File: config.mk
export PLATFORM = sky130hd
export DESIGN_NAME = axi_bus_arbiter
export DESIGN_NICKNAME = d
export VERILOG_FILES = /design/src/rtl/axi_bus_arbiter.sv
export SDC_FILE = /design/constraint.sdc
export NUM_CORES = 1
export LEC_CHECK = 0
export BUFFER_PORTS_ARGS = -buffer_cell sky130_fd_sc_hd__buf_4
export CAP_MARGIN = 20
export CORE_AREA = 2 2 152 154
export CTS_BUF_LIST = sky130_fd_sc_hd__clkbuf_4
export CTS_CLUSTER_SIZE = 14
export DETAILED_ROUTE_END_ITERATION = 10
export DIE_AREA = 0 0 154 156
export GPL_TIMING_DRIVEN = 0
export PLACE_DENSITY = 0.61
export SYNTH_ARGS = -nofsm -noshare
export SYNTH_HDL_FRONTEND = slang
export SYNTH_SLANG_ARGS = --single-unit
export TNS_END_PERCENT = 1
File: constraint.sdc
create_clock -name aclk -period 1.8 [get_ports aclk]
set_clock_uncertainty 0.05 [all_clocks]
set_input_delay 0.45 -clock aclk [delete_from_list [all_inputs] [get_ports aclk]]
set_output_delay 0.45 -clock aclk [all_outputs]
set_load 0.005 [all_outputs]
File: src/rtl/axi_bus_arbiter.sv
`default_nettype none
// ============================================================================
// Module  : axi_bus_arbiter
// Brief   : Shares one AXI master port between inst-read, data-read and
//           data-write clients; one outstanding read and one outstanding write.
// Revision: 1.0 - initial release
// ============================================================================
module axi_bus_arbiter #(
    parameter int AXI_DATA_WIDTH = 32,
    parameter int ADDR_WIDTH     = 32
) (
    input  logic                          aclk,
    input  logic                          aresetn,
    // read clients (bit0 = inst, bit1 = data)
    input  logic [1:0]                    rd_req,
    input  logic [2*ADDR_WIDTH-1:0]       rd_addr,
    input  logic [15:0]                   rd_len,
    input  logic [5:0]                    rd_size,
    output logic [1:0]                    rd_ack,
    output logic [1:0]                    rd_rvalid,
    output logic [AXI_DATA_WIDTH-1:0]     rd_rdata,
    output logic                          rd_rlast,
    // write client
    input  logic                          wr_req,
    input  logic [ADDR_WIDTH-1:0]         wr_addr,
    input  logic [7:0]                    wr_len,
    input  logic [2:0]                    wr_size,
    output logic                          wr_ack,
    input  logic                          wr_wvalid,
    input  logic [AXI_DATA_WIDTH-1:0]     wr_wdata,
    input  logic [AXI_DATA_WIDTH/8-1:0]   wr_wstrb,
    output logic                          wr_wready,
    output logic                          wr_done,
    // AXI read address / data
    output logic [3:0]                    arid,
    output logic [ADDR_WIDTH-1:0]         araddr,
    output logic [7:0]                    arlen,
    output logic [2:0]                    arsize,
    output logic                          arvalid,
    input  logic                          arready,
    input  logic [3:0]                    rid,
    input  logic [AXI_DATA_WIDTH-1:0]     rdata,
    input  logic                          rlast,
    input  logic                          rvalid,
    output logic                          rready,
    // AXI write address / data / response
    output logic [ADDR_WIDTH-1:0]         awaddr,
    output logic [7:0]                    awlen,
    output logic [2:0]                    awsize,
    output logic                          awvalid,
    input  logic                          awready,
    output logic [AXI_DATA_WIDTH-1:0]     wdata,
    output logic [AXI_DATA_WIDTH/8-1:0]   wstrb,
    output logic                          wlast,
    output logic                          wvalid,
    input  logic                          wready,
    input  logic                          bvalid,
    output logic                          bready
);

    typedef enum logic [1:0] {
        R_IDLE = 2'd0,
        R_AR   = 2'd1,
        R_DATA = 2'd2
    } rd_state_t;

    typedef enum logic [1:0] {
        W_IDLE = 2'd0,
        W_AW   = 2'd1,
        W_DATA = 2'd2,
        W_RESP = 2'd3
    } wr_state_t;

    rd_state_t r_rd_state, w_rd_state_nxt;
    wr_state_t r_wr_state, w_wr_state_nxt;

    logic       r_grant;
    logic       r_rr;
    logic [7:0] r_cnt;
    logic [1:0] w_elig;
    logic       w_pick;
    logic       w_wbeat;
    logic       w_unused;

    // Only one read is ever outstanding, so the returned ID carries no information.
    assign w_unused = ^rid;

    // Data reads wait behind any in-flight write to keep load/store ordering.
    assign w_elig  = {rd_req[1] && (r_wr_state == W_IDLE), rd_req[0]};
    assign w_pick  = (&w_elig) ? r_rr : w_elig[1];
    assign w_wbeat = (r_wr_state == W_DATA) && wr_wvalid && wready;

    // ------------------------------------------------------------------ read
    always_comb begin
        w_rd_state_nxt = r_rd_state;
        case (r_rd_state)
            R_IDLE:  if (|w_elig)          w_rd_state_nxt = R_AR;
            R_AR:    if (arready)          w_rd_state_nxt = R_DATA;
            R_DATA:  if (rvalid && rlast)  w_rd_state_nxt = R_IDLE;
            default:                       w_rd_state_nxt = R_IDLE;
        endcase
    end

    always_ff @(posedge aclk or negedge aresetn) begin
        if (!aresetn) begin
            r_rd_state <= R_IDLE;
            r_grant    <= 1'b0;
            r_rr       <= 1'b0;
            arid       <= '0;
            araddr     <= '0;
            arlen      <= '0;
            arsize     <= '0;
        end else begin
            r_rd_state <= w_rd_state_nxt;
            if ((r_rd_state == R_IDLE) && (|w_elig)) begin
                r_grant <= w_pick;
                arid    <= {3'b000, w_pick};
                araddr  <= w_pick ? rd_addr[2*ADDR_WIDTH-1:ADDR_WIDTH] : rd_addr[ADDR_WIDTH-1:0];
                arlen   <= w_pick ? rd_len[15:8]  : rd_len[7:0];
                arsize  <= w_pick ? rd_size[5:3]  : rd_size[2:0];
            end
            if ((r_rd_state == R_DATA) && rvalid && rlast)
                r_rr <= ~r_grant;
        end
    end

    always_comb begin
        arvalid   = (r_rd_state == R_AR);
        rready    = (r_rd_state == R_DATA);
        rd_ack    = 2'b00;
        rd_rvalid = 2'b00;
        rd_rdata  = rdata;
        rd_rlast  = rlast;
        if ((r_rd_state == R_AR) && arready)
            rd_ack[r_grant] = 1'b1;
        if (r_rd_state == R_DATA)
            rd_rvalid[r_grant] = rvalid;
    end

    // ----------------------------------------------------------------- write
    always_comb begin
        w_wr_state_nxt = r_wr_state;
        case (r_wr_state)
            W_IDLE:  if (wr_req)                      w_wr_state_nxt = W_AW;
            W_AW:    if (awready)                     w_wr_state_nxt = W_DATA;
            W_DATA:  if (w_wbeat && (r_cnt == awlen)) w_wr_state_nxt = W_RESP;
            W_RESP:  if (bvalid)                      w_wr_state_nxt = W_IDLE;
            default:                                  w_wr_state_nxt = W_IDLE;
        endcase
    end

    always_ff @(posedge aclk or negedge aresetn) begin
        if (!aresetn) begin
            r_wr_state <= W_IDLE;
            r_cnt      <= '0;
            awaddr     <= '0;
            awlen      <= '0;
            awsize     <= '0;
        end else begin
            r_wr_state <= w_wr_state_nxt;
            if ((r_wr_state == W_IDLE) && wr_req) begin
                awaddr <= wr_addr;
                awlen  <= wr_len;
                awsize <= wr_size;
                r_cnt  <= '0;
            end else if (w_wbeat) begin
                r_cnt  <= r_cnt + 8'd1;
            end
        end
    end

    // W beats are only exposed once the address phase has completed.
    always_comb begin
        awvalid   = (r_wr_state == W_AW);
        wr_ack    = (r_wr_state == W_AW) && awready;
        wvalid    = (r_wr_state == W_DATA) && wr_wvalid;
        wr_wready = (r_wr_state == W_DATA) && wready;
        wlast     = (r_wr_state == W_DATA) && (r_cnt == awlen);
        wdata     = wr_wdata;
        wstrb     = wr_wstrb;
        bready    = (r_wr_state == W_RESP);
        wr_done   = (r_wr_state == W_RESP) && bvalid;
    end

endmodule
`default_nettype wire

## Word level (Yosys, flattened, before mapping)

Cells that the tools add are included.

- Register bits: 100
- Input bits: 213
- Output and inout bits: 172
- Logic and storage cells: 70

- Add/subtract/negate cells: 1
- $lt $le $gt $ge: 2
- Equal/unequal tests: 13
- Multiplexer cells: 19
- Bitwise gates (word level): 2
- Reduce and logical (&&, ||, !) cells: 22

Operator list:

| operator | count |
|---|---|
| 32-bit two-way mux | 1 |
| 8-bit two-way mux | 3 |
| 2-bit two-way mux | 9 |
| 1-bit logical AND | 15 |
| 2-bit by 1-bit inequality test with 1-bit output (second input constant) | 5 |
| 8-bit by 1-bit adder with 8-bit output (second input constant) | 1 |
| 8-bit equality test | 1 |
| 2-bit one-hot mux with 4 select lines | 1 |
| 2-bit equality test (second input constant) | 3 |
| 2-bit one-hot mux with 3 select lines | 1 |
| 2-bit by 1-bit equality test with 1-bit output (second input constant) | 2 |
| 2-bit logical NOT | 2 |
| 2-bit inequality test (second input constant) | 2 |
| 4-bit AND reduction | 1 |
| 3-bit two-way mux | 1 |
| 3-bit AND reduction | 1 |
| 2-bit AND | 1 |
| 1-bit by 2-bit less-than comparator with 1-bit output (second input constant) | 1 |
| 1-bit two-way mux | 2 |
| 2-bit AND reduction | 1 |
| 2-bit nonzero test | 1 |
| 2-bit OR reduction | 1 |
| 1-bit demux with 1-bit select | 1 |
| 1-bit greater-or-equal comparator (second input constant) | 1 |
| 1-bit inverter | 1 |

## Depth between registers and ports, before layout

Gate-level depths: netlist of run 1.

- Depth in word-level cells: 6
- Mapped depth: 8
- Mapped depth without buffers: 6

## Worst setup path after synthesis of run 1

Ideal clock, no wire load.

- Kind: flip-flop to flip-flop
- Start point: register r_wr_state[0]
- End point: register r_wr_state[1]
- Setup time: 132 ps
- Arrival: 1561 ps
- Data required time: 1618 ps
- Slack: 58 ps
- Cell stages (with the launch flop): 8
- Path buffers: 1
- Clock period less this slack: 1742 ps
- Path through: dfrtp_1 -> inv_1 -> ha_1 -> and3_1 -> buf_4 -> and2_2 -> nand4_1 -> or3b_1

- Longest elaborated chain between the ends: 6
- Elaborated cells on any way between the ends: 13
- Those cells by class: 7 x eq/ne; 1 x mux; 5 x reduce/logical

Ends and longest elaborated chain:

| what | line | RTL |
|---|---|---|
| start: declaration | 75 | `wr_state_t r_wr_state, w_wr_state_nxt;` |
| start signal: assignment | 160 | `r_wr_state <= w_wr_state_nxt;` |
| 2-bit equality test | 91, 143 |  |
| 1-bit logical AND (2 in a row) | 91 | `assign w_wbeat = (r_wr_state == W_DATA) && wr_wvalid && wready;` |
| 1-bit logical AND | 146 | `W_DATA: if (w_wbeat && (r_cnt == awlen)) w_wr_state_nxt = W_RESP;` |
| 2-bit by 1-bit inequality test with 1-bit output (no source line) | n/a |  |
| 4-bit AND reduction (no source line) | n/a |  |

Parallel ways exist; a longest one is shown, timed or not.
A chain may end at the register's enable or synchronous reset.

## Worst setup path in the final report of run 1

- Start point: register r_cnt[0]
- End point: output port wlast

- Longest elaborated chain between the ends: 2

Ends and longest elaborated chain:

| what | line | RTL |
|---|---|---|
| start: declaration | 79 | `logic [7:0] r_cnt;` |
| start signal: assignment | 167 | `r_cnt <= r_cnt + 8'd1;` |
| 8-bit equality test | 178 | `wlast = (r_wr_state == W_DATA) && (r_cnt == awlen);` |
| 1-bit logical AND | 178 |  |
| end: declaration | 54 | `output logic wlast,` |

No other way between the ends.

==> qor.csv, run 1 <==
metric,value,unit
hold_end,awaddr[9],
synth_edf_count,0,
die_area,0.0240,mm^2
sw_frac_of_total,35.0,%
finalWirelength,15800,um
die_y,156,um
power_frac_comb,50.5,%
grt_pass1_wl,23500,um
grt_pass1_vias,4336,
maxCapViolations,0,
synth_top_area_share,49.5,%
cp_data_required_time,1.30,ns
vias,4376,
finalNetCount,1005,
syn_area,0.00506,mm^2
p_leak,3.95,nW
clk_pin_slew,0.17,ns
worstSetupPathType,flip-flop to primary output,
worst_path_max_delay_cell,dfrtp_1,
cts.sinks,100,
first_iter_violations,148,
fin_tns_setup,-1.66,ns
synth_warnings,0,
hold_path_depth,2,
ctsLongestPathBuffers,2,
p_sw,0.00371,W
cts_tree,done,
min_path_type,input port to flip-flop,
finalCritPeriodShare,127,%
max-vdd-ir-drop,610,uV
cp_top_family,simple AND/OR/NAND/NOR gates,
violations,setup timing,
die_w,154,um
slew_violations,0,
seqPwrFrac,37.7,%
ys_seq_area_share,49.5,%
io_pins,385,
cts-root-buf,clkbuf_4,
vias_per_cell,4.06,
ant_nets,0,
placed_cells,1054,
clkPwrFrac,11.8,%
intPower,0.00688,W
port_buffers,309,
dr.pass1.iters,4,
setup_viol,13,
grtUsageTotal,12.5,%
rsz0062_at_grt,yes,
antenna_found_initial,1,
async_flop_share,100,%
r2r_cells,8,
synth_seq_cells,100,
drive_gt1_share,61.9,%
hold_viol_final,0,
synthFlopType,dfrtp_1,
synth_area_leaders,"dfrtp_1 (49%), buf_4 (12%), mux2_2 (9.8%)",
worstSkewPairLatency,0.47,ns
r2r_setup_slack,-0.04,ns
cts_buffers,9,
ys_top_cells_by_count,"dfrtp_1 (100), buf_4 (79), nor2_1 (51)",
core,0.0224,mm^2
maxSlewHeadroom,56.6,%
synthToLayoutAreaGrowth,60.9,%
gp_congestion,0.740,
drc,0,
tightestPinTransition,0.650,ns
timing.critical_path.cells,xor2_1 > nor4_4 > and3_2 > buf_4,
r2r-end,arlen[5],
layout_setup_ws,-0.491,ns
cellPowerDensity,1300,mW/mm^2
crit_fanout,4,
worstHoldStart,wr_addr[9],
fill_cells,2300,
r2r-start,r_wr_state[0],
avgRoutedWirePerCell,14.6,um
final_util,36.4,%
layout.cells.non_filler,1077,
startpoint_type,flip-flop,
htree_num_levels,3,
synth_top_cell_by_area,dfrtp_1,
worstSetupEndpointType,primary output,
path_buf_inv,1,
grt-ovfl-total,0,
outcome,"complete, but fails checks",
num_rows,55,
fmax,436,MHz
start_util,22.6,%
worst_ep_arrival_time,1.79,ns
slowest_delay,0.43,ns
pre_cts_slack,-0.689,ns
post-synth-top-count-cell,dfrtp_1,
yosys.cell_types.count,32,
dp_hpwl,12500,um
synth_cells,457,
post-route-min-period,2.29,ns
grt_max_degree,56,
syn_avg_cell_area,11.1,um^2
## power groups by stage
stage               Combinational [W]  Sequential (W)  Clock, W
floorplan                     0.00232         0.00401         0
global placement              0.00506         0.00398         0
detailed placement            0.00514         0.00402         0
CTS                           0.00542         0.00400   0.00134
global route                  0.00588         0.00416   0.00141
finish                        0.00535         0.00399   0.00125
## stage by stage
stage               hold WS (ns)  instance area [um^2]  total power, W
floorplan                  0.104                  5070         0.00633
global placement           0.420                  7740         0.00904
detailed placement         0.424                  7770         0.00916
CTS                       0.0874                  8090          0.0108
global route              0.0662                  8140          0.0115
finish                     0.144                  8140          0.0106
## layer usage
metal | part of all wire, % | track usage [%] | up-vias | wire length, um
met3 | 8.0 | 4.11 | 5 | 1250
met5 | 0 | 0 | - | 0
met2 | 51 | 21.4 | 194 | 8000
met1 | 40 | 15.0 | 2047 | 6360
met4 | 0.93 | 3.34 | 0 | 146
li1 | - | - | 2130 | -
## state kept, by name, summed over array words and instances, names as in the netlist
register and count:
araddr 32, arsize 3, awlen 8, awsize 3
r_rr 1, arid 1, r_wr_state 2, r_rd_state 2
r_cnt 8, arlen 8, awaddr 32
## worst register-to-register path: cells and delay by family, from the launching register on
family | cells | cell delay, ns
AOI/OAI and AO/OA | 2 | 0.24
adders and majority gates | 1 | 0.17
and+or+nand+nor | 1 | 0.05
DFF | 1 | 0.44
buffers and inverters | 3 | 0.53
muxes | 1 | 0.28
## worst max-delay path by stage
stage | slack, ns | cells after the start | start | end
CTS | -0.57 | 4 | r_cnt[1] | wlast
detailed placement | -0.69 | 7 | r_wr_state[0] | arlen[1]
floorplan | 0.06 | 7 | r_wr_state[0] | r_wr_state[1]
global route | -0.65 | 4 | r_cnt[0] | wlast
global placement | -0.65 | 7 | r_wr_state[0] | araddr[0]
finish | -0.49 | 4 | r_cnt[0] | wlast
## layout make-up
cell class                      instances  area [um^2]  area share (%)
Inverter                                4         15.0           0.185
Antenna cell                            1         2.50          0.0308
Tap cell                              285          357            4.38
Buffer                                 94          759            9.33
Timing Repair Buffer                  317         2410            29.6
Clock inverter                          5         61.3           0.753
Multi-Input combinational cell        261         1950            24.0
Clock buffer                           10         75.1           0.923
Sequential cell                       100         2510            30.8
## cell families after synthesis
kind of cell    count (synthesis)  share of synthesized area, %
fa+ha+maj                       5                          1.24
buf+inv                        98                          13.4
compound gates                 54                          5.49
simple gates                   98                          9.65
other cells                     1                        0.0741
mux                            87                          18.3
flops                         100                          49.5
xor+xnor                       14                          2.42
## repair_timing
item / in CTS / in global routing
hold endpoints to repair: 45 / 0
setup buffers: 3 / 3
pin swaps: 4 / 2
hold buffers: 1 / 0
endpoints found under the setup margin: 102 / 102
resized for setup: 50 / 11
## placed cells by master (no fill, tap or decap), types with 5 or more instances in the layout
| cell | count |
|---|---|
| a21oi_1 | 46 |
| nor2_1 | 50 |
| xor2_1 | 11 |
| nand2_1 | 12 |
| buf_4 | 393 |
| mux2i_1 | 42 |
| buf_6 | 8 |
| dfrtp_1 | 96 |
| and2_1 | 5 |
| clkbuf_4 | 13 |
| mux2_2 | 44 |
(Power assumes the default switching activity.)
==> run 2: changes to the inputs <==
--- a/config.mk
+++ b/config.mk
@@ -5,10 +5,12 @@
 export SDC_FILE = /design/constraint.sdc
 export NUM_CORES = 1
 export LEC_CHECK = 0
+export ABC_AREA = 1
 export BUFFER_PORTS_ARGS = -buffer_cell sky130_fd_sc_hd__buf_4
 export CAP_MARGIN = 20
 export CORE_AREA = 2 2 152 154
 export CTS_BUF_LIST = sky130_fd_sc_hd__clkbuf_4
+export CTS_CLUSTER_DIAMETER = 150
 export CTS_CLUSTER_SIZE = 14
 export DETAILED_ROUTE_END_ITERATION = 10
 export DIE_AREA = 0 0 154 156
==> run 2 against run 1 <==
  * The run still ends with setup timing left
  * Global-route usage grew 1.2 points
  * Worst setup slack gained 0.17 ns
  * Critical path depth grew 4
  * Combinational power is essentially flat
  * Die area is the same
  * Critical endpoint unchanged
==> qor.csv, run 2 <==
metric,value,unit,change
hold_path_depth,2,,unchanged
worstSetupPathType,flip-flop to primary output,,
p_leak,4.25,nW,+7.5%
grtUsageTotal,13.7,%,+1.2 points
die_y,156,um,unchanged
clkPwrFrac,11.8,%,about the same
drive_gt1_share,47.9,%,-14 points
worstHoldStart,arready,,
synth_top_area_share,49.5,%,about the same
synth_top_cell_by_area,dfrtp_1,,
cts_buffers,9,,unchanged
post-synth-top-count-cell,nand2_1,,
outcome,"complete, but fails checks",,
synth_warnings,0,,unchanged
r2r_cells,8,,unchanged
ys_seq_area_share,49.5,%,about the same
max-vdd-ir-drop,650,uV,+6.6%
yosys.cell_types.count,28,,-13%
vias_per_cell,4.05,,-0.31%
hold_viol_final,0,,unchanged
core,0.0224,mm^2,unchanged
synthToLayoutAreaGrowth,59.1,%,
layout.cells.non_filler,1246,,+16%
synth_cells,627,,+37%
cts-root-buf,clkbuf_4,,
tightestPinTransition,0.693,ns,+0.0427 ns
maxSlewHeadroom,53.8,%,-2.8 points
ant_nets,0,,unchanged
r2r-end,araddr[30],,
finalWirelength,17100,um,+8.8%
worst_path_max_delay_cell,dfrtp_1,,
slowest_delay,0.45,ns,+0.02 ns
vias,5047,,+15%
fmax,471,MHz,+8.0%
finalNetCount,1175,,+17%
cts_tree,done,,
seqPwrFrac,37.1,%,-0.6 points
layout_common_cells,"buf_4 (395), nand2_1 (205), dfrtp_1 (97), a21oi_1 (87), nor2_1 (53)",,
p_sw,0.00413,W,+11%
start_util,22.6,%,about the same
grt_pass1_vias,4912,,+13%
drc,0,,unchanged
io_pins,385,,unchanged
syn_area,0.00505,mm^2,about the same
sw_frac_of_total,39.2,%,+4.2 points
pre_cts_slack,-0.308,ns,+0.381 ns
syn_avg_cell_area,8.06,um^2,-27%
first_iter_violations,167,,+13%
htree_num_levels,3,,unchanged
top_regs,"araddr x32, awaddr x32",,
cellPowerDensity,1310,mW/mm^2,+0.71%
grt_pass1_wl,26000,um,+11%
async_flop_share,100,%,unchanged
placed_cells,1224,,+16%
fin_tns_setup,-3.02,ns,-1.36 ns
die_w,154,um,unchanged
dp_hpwl,13600,um,+8.9%
dr.pass1.iters,5,,+1
mostFrequentLayoutCell,buf_4,,
worst_ep_arrival_time,1.62,ns,-0.17 ns
avgRoutedWirePerCell,13.8,um,-6.0%
grt_max_degree,52,,-7.1%
ys_top_cells_by_count,"nand2_1 (206), dfrtp_1 (100), a21oi_1 (91)",,
clk_pin_slew,0.17,ns,about the same
n_antenna_cell,0,,-1
cts.sinks,100,,unchanged
hold_end,r_rd_state[0],,
r2r-start,r_wr_state[0],,
ctsLongestPathBuffers,2,,unchanged
port_buffers,309,,unchanged
intPower,0.00641,W,-6.9%
cp_data_required_time,1.30,ns,about the same
rsz0062_at_grt,yes,,
finalCritPeriodShare,118,%,-9.4 points
violations,setup timing,,
worstSkewPairLatency,0.48,ns,about the same
timing.critical_path.cells,inv_2 > nand2_1 > nand2_1 > nand2_1 > nor2_2 > nand2_1 > nor2_1 > buf_4,,
num_rows,55,,unchanged
die_area,0.0240,mm^2,unchanged
grt-ovfl-total,0,,unchanged
power_frac_comb,51.1,%,+0.6 points
r2r_setup_slack,-0.08,ns,-0.04 ns
synth_area_leaders,"dfrtp_1 (50%), nand2_1 (15%), buf_4 (12%)",,
synthFlopType,dfrtp_1,,
layout_setup_ws,-0.322,ns,+0.169 ns
min_path_type,input port to flip-flop,,
gp_congestion,0.773,,+4.5%
synth_seq_cells,100,,unchanged
synth_edf_count,0,,unchanged
maxCapViolations,0,,unchanged
setup_viol,51,,+38
final_util,36.0,%,-0.42 points
worstSetupEndpointType,primary output,,
slew_violations,0,,unchanged
crit_fanout,4,,unchanged
crit_top_cell,nand2_1,,
post-route-min-period,2.12,ns,-0.169 ns
startpoint_type,flip-flop,,
antenna_found_initial,0,,-1
-- run 2: area by class of cell --
type | count | area, um^2
inverter | 31 | 120
tap | 285 | 357
timing repair buffer | 317 | 2400
clock inverter | 6 | 65.1
multi-input combinational | 398 | 1800
clock buffer | 9 | 67.6
sequential | 100 | 2510
fill | 2364 | 14300
buffer | 100 | 728
-- run 2: timing repair --
action | 4_1_cts | 5_1_grt
hold buffers | 1 | 0
resized for setup | 29 | 13
hold endpoints to repair | 49 | 0
buffers inserted | 4 | 2
pin swaps | 1 | 1
setup endpoints to repair | 73 | 93
-- run 2: worst max path at each step --
stage	slack, ns	to	start
floorplan	0.27	araddr[0]	r_wr_state[0]
global placement	-0.27	araddr[9]	r_wr_state[0]
detailed placement	-0.31	araddr[9]	r_wr_state[0]
CTS	-0.37	wlast	awlen[7]
global route	-0.49	wlast	r_cnt[5]
finish	-0.32	wlast	r_cnt[5]
-- run 2: per-stage QoR --
stage | area [um^2] | hold slack [ns] | total power [W]
6_report | 8040 | 0.0822 | 0.0105
5_1_grt | 8040 | 0.0276 | 0.0115
4_1_cts | 8020 | 0.0318 | 0.0107
3_5_place_dp | 7770 | 0.416 | 0.00923
3_3_place_gp | 7740 | 0.414 | 0.00912
2_1_floorplan | 5060 | 0.104 | 0.00633
-- run 2: cells by family (layout without fill, tap and decap cells) --
family                     count (synthesis)  after routing  synth area share [%]
and+or+nand+nor                          280            280                  21.6
buffers and inverters                    131            463                  16.0
AOI/OAI and AO/OA                        107            107                  11.1
DFF                                      100            100                  49.5
adders and majority gates                  5              5                  1.24
xor gates and xnor gates                   3              3                 0.520
other                                      1              3                0.0742
-- run 2: power groups by stage --
stage	Sequential, W	Combinational (W)	Clock (W)
after global placement	0.00393	0.00519	0
after detailed placement	0.00395	0.00528	0
after CTS	0.00392	0.00545	0.00132
after global routing	0.00404	0.00604	0.00141
after floorplan	0.00394	0.00239	0
final	0.00391	0.00538	0.00125
-- run 2: worst max-delay path: cells and delay by family, from the launching register on --
family | cells | cell delay, ns
buffers and inverters | 2 | 0.22
flip-flops | 1 | 0.45
AND/OR/NAND/NOR | 6 | 0.48
-- run 2: routing by layer --
| layer | global-route usage [%] | vias up | part of all wire, % |
|---|---|---|---|
| li1 | - | 2548 | - |
| met1 | 15.7 | 2282 | 40 |
| met2 | 24.8 | 208 | 51 |
| met3 | 4.47 | 9 | 8.0 |
| met4 | 3.20 | 0 | 0.85 |
| met5 | 0 | - | 0 |
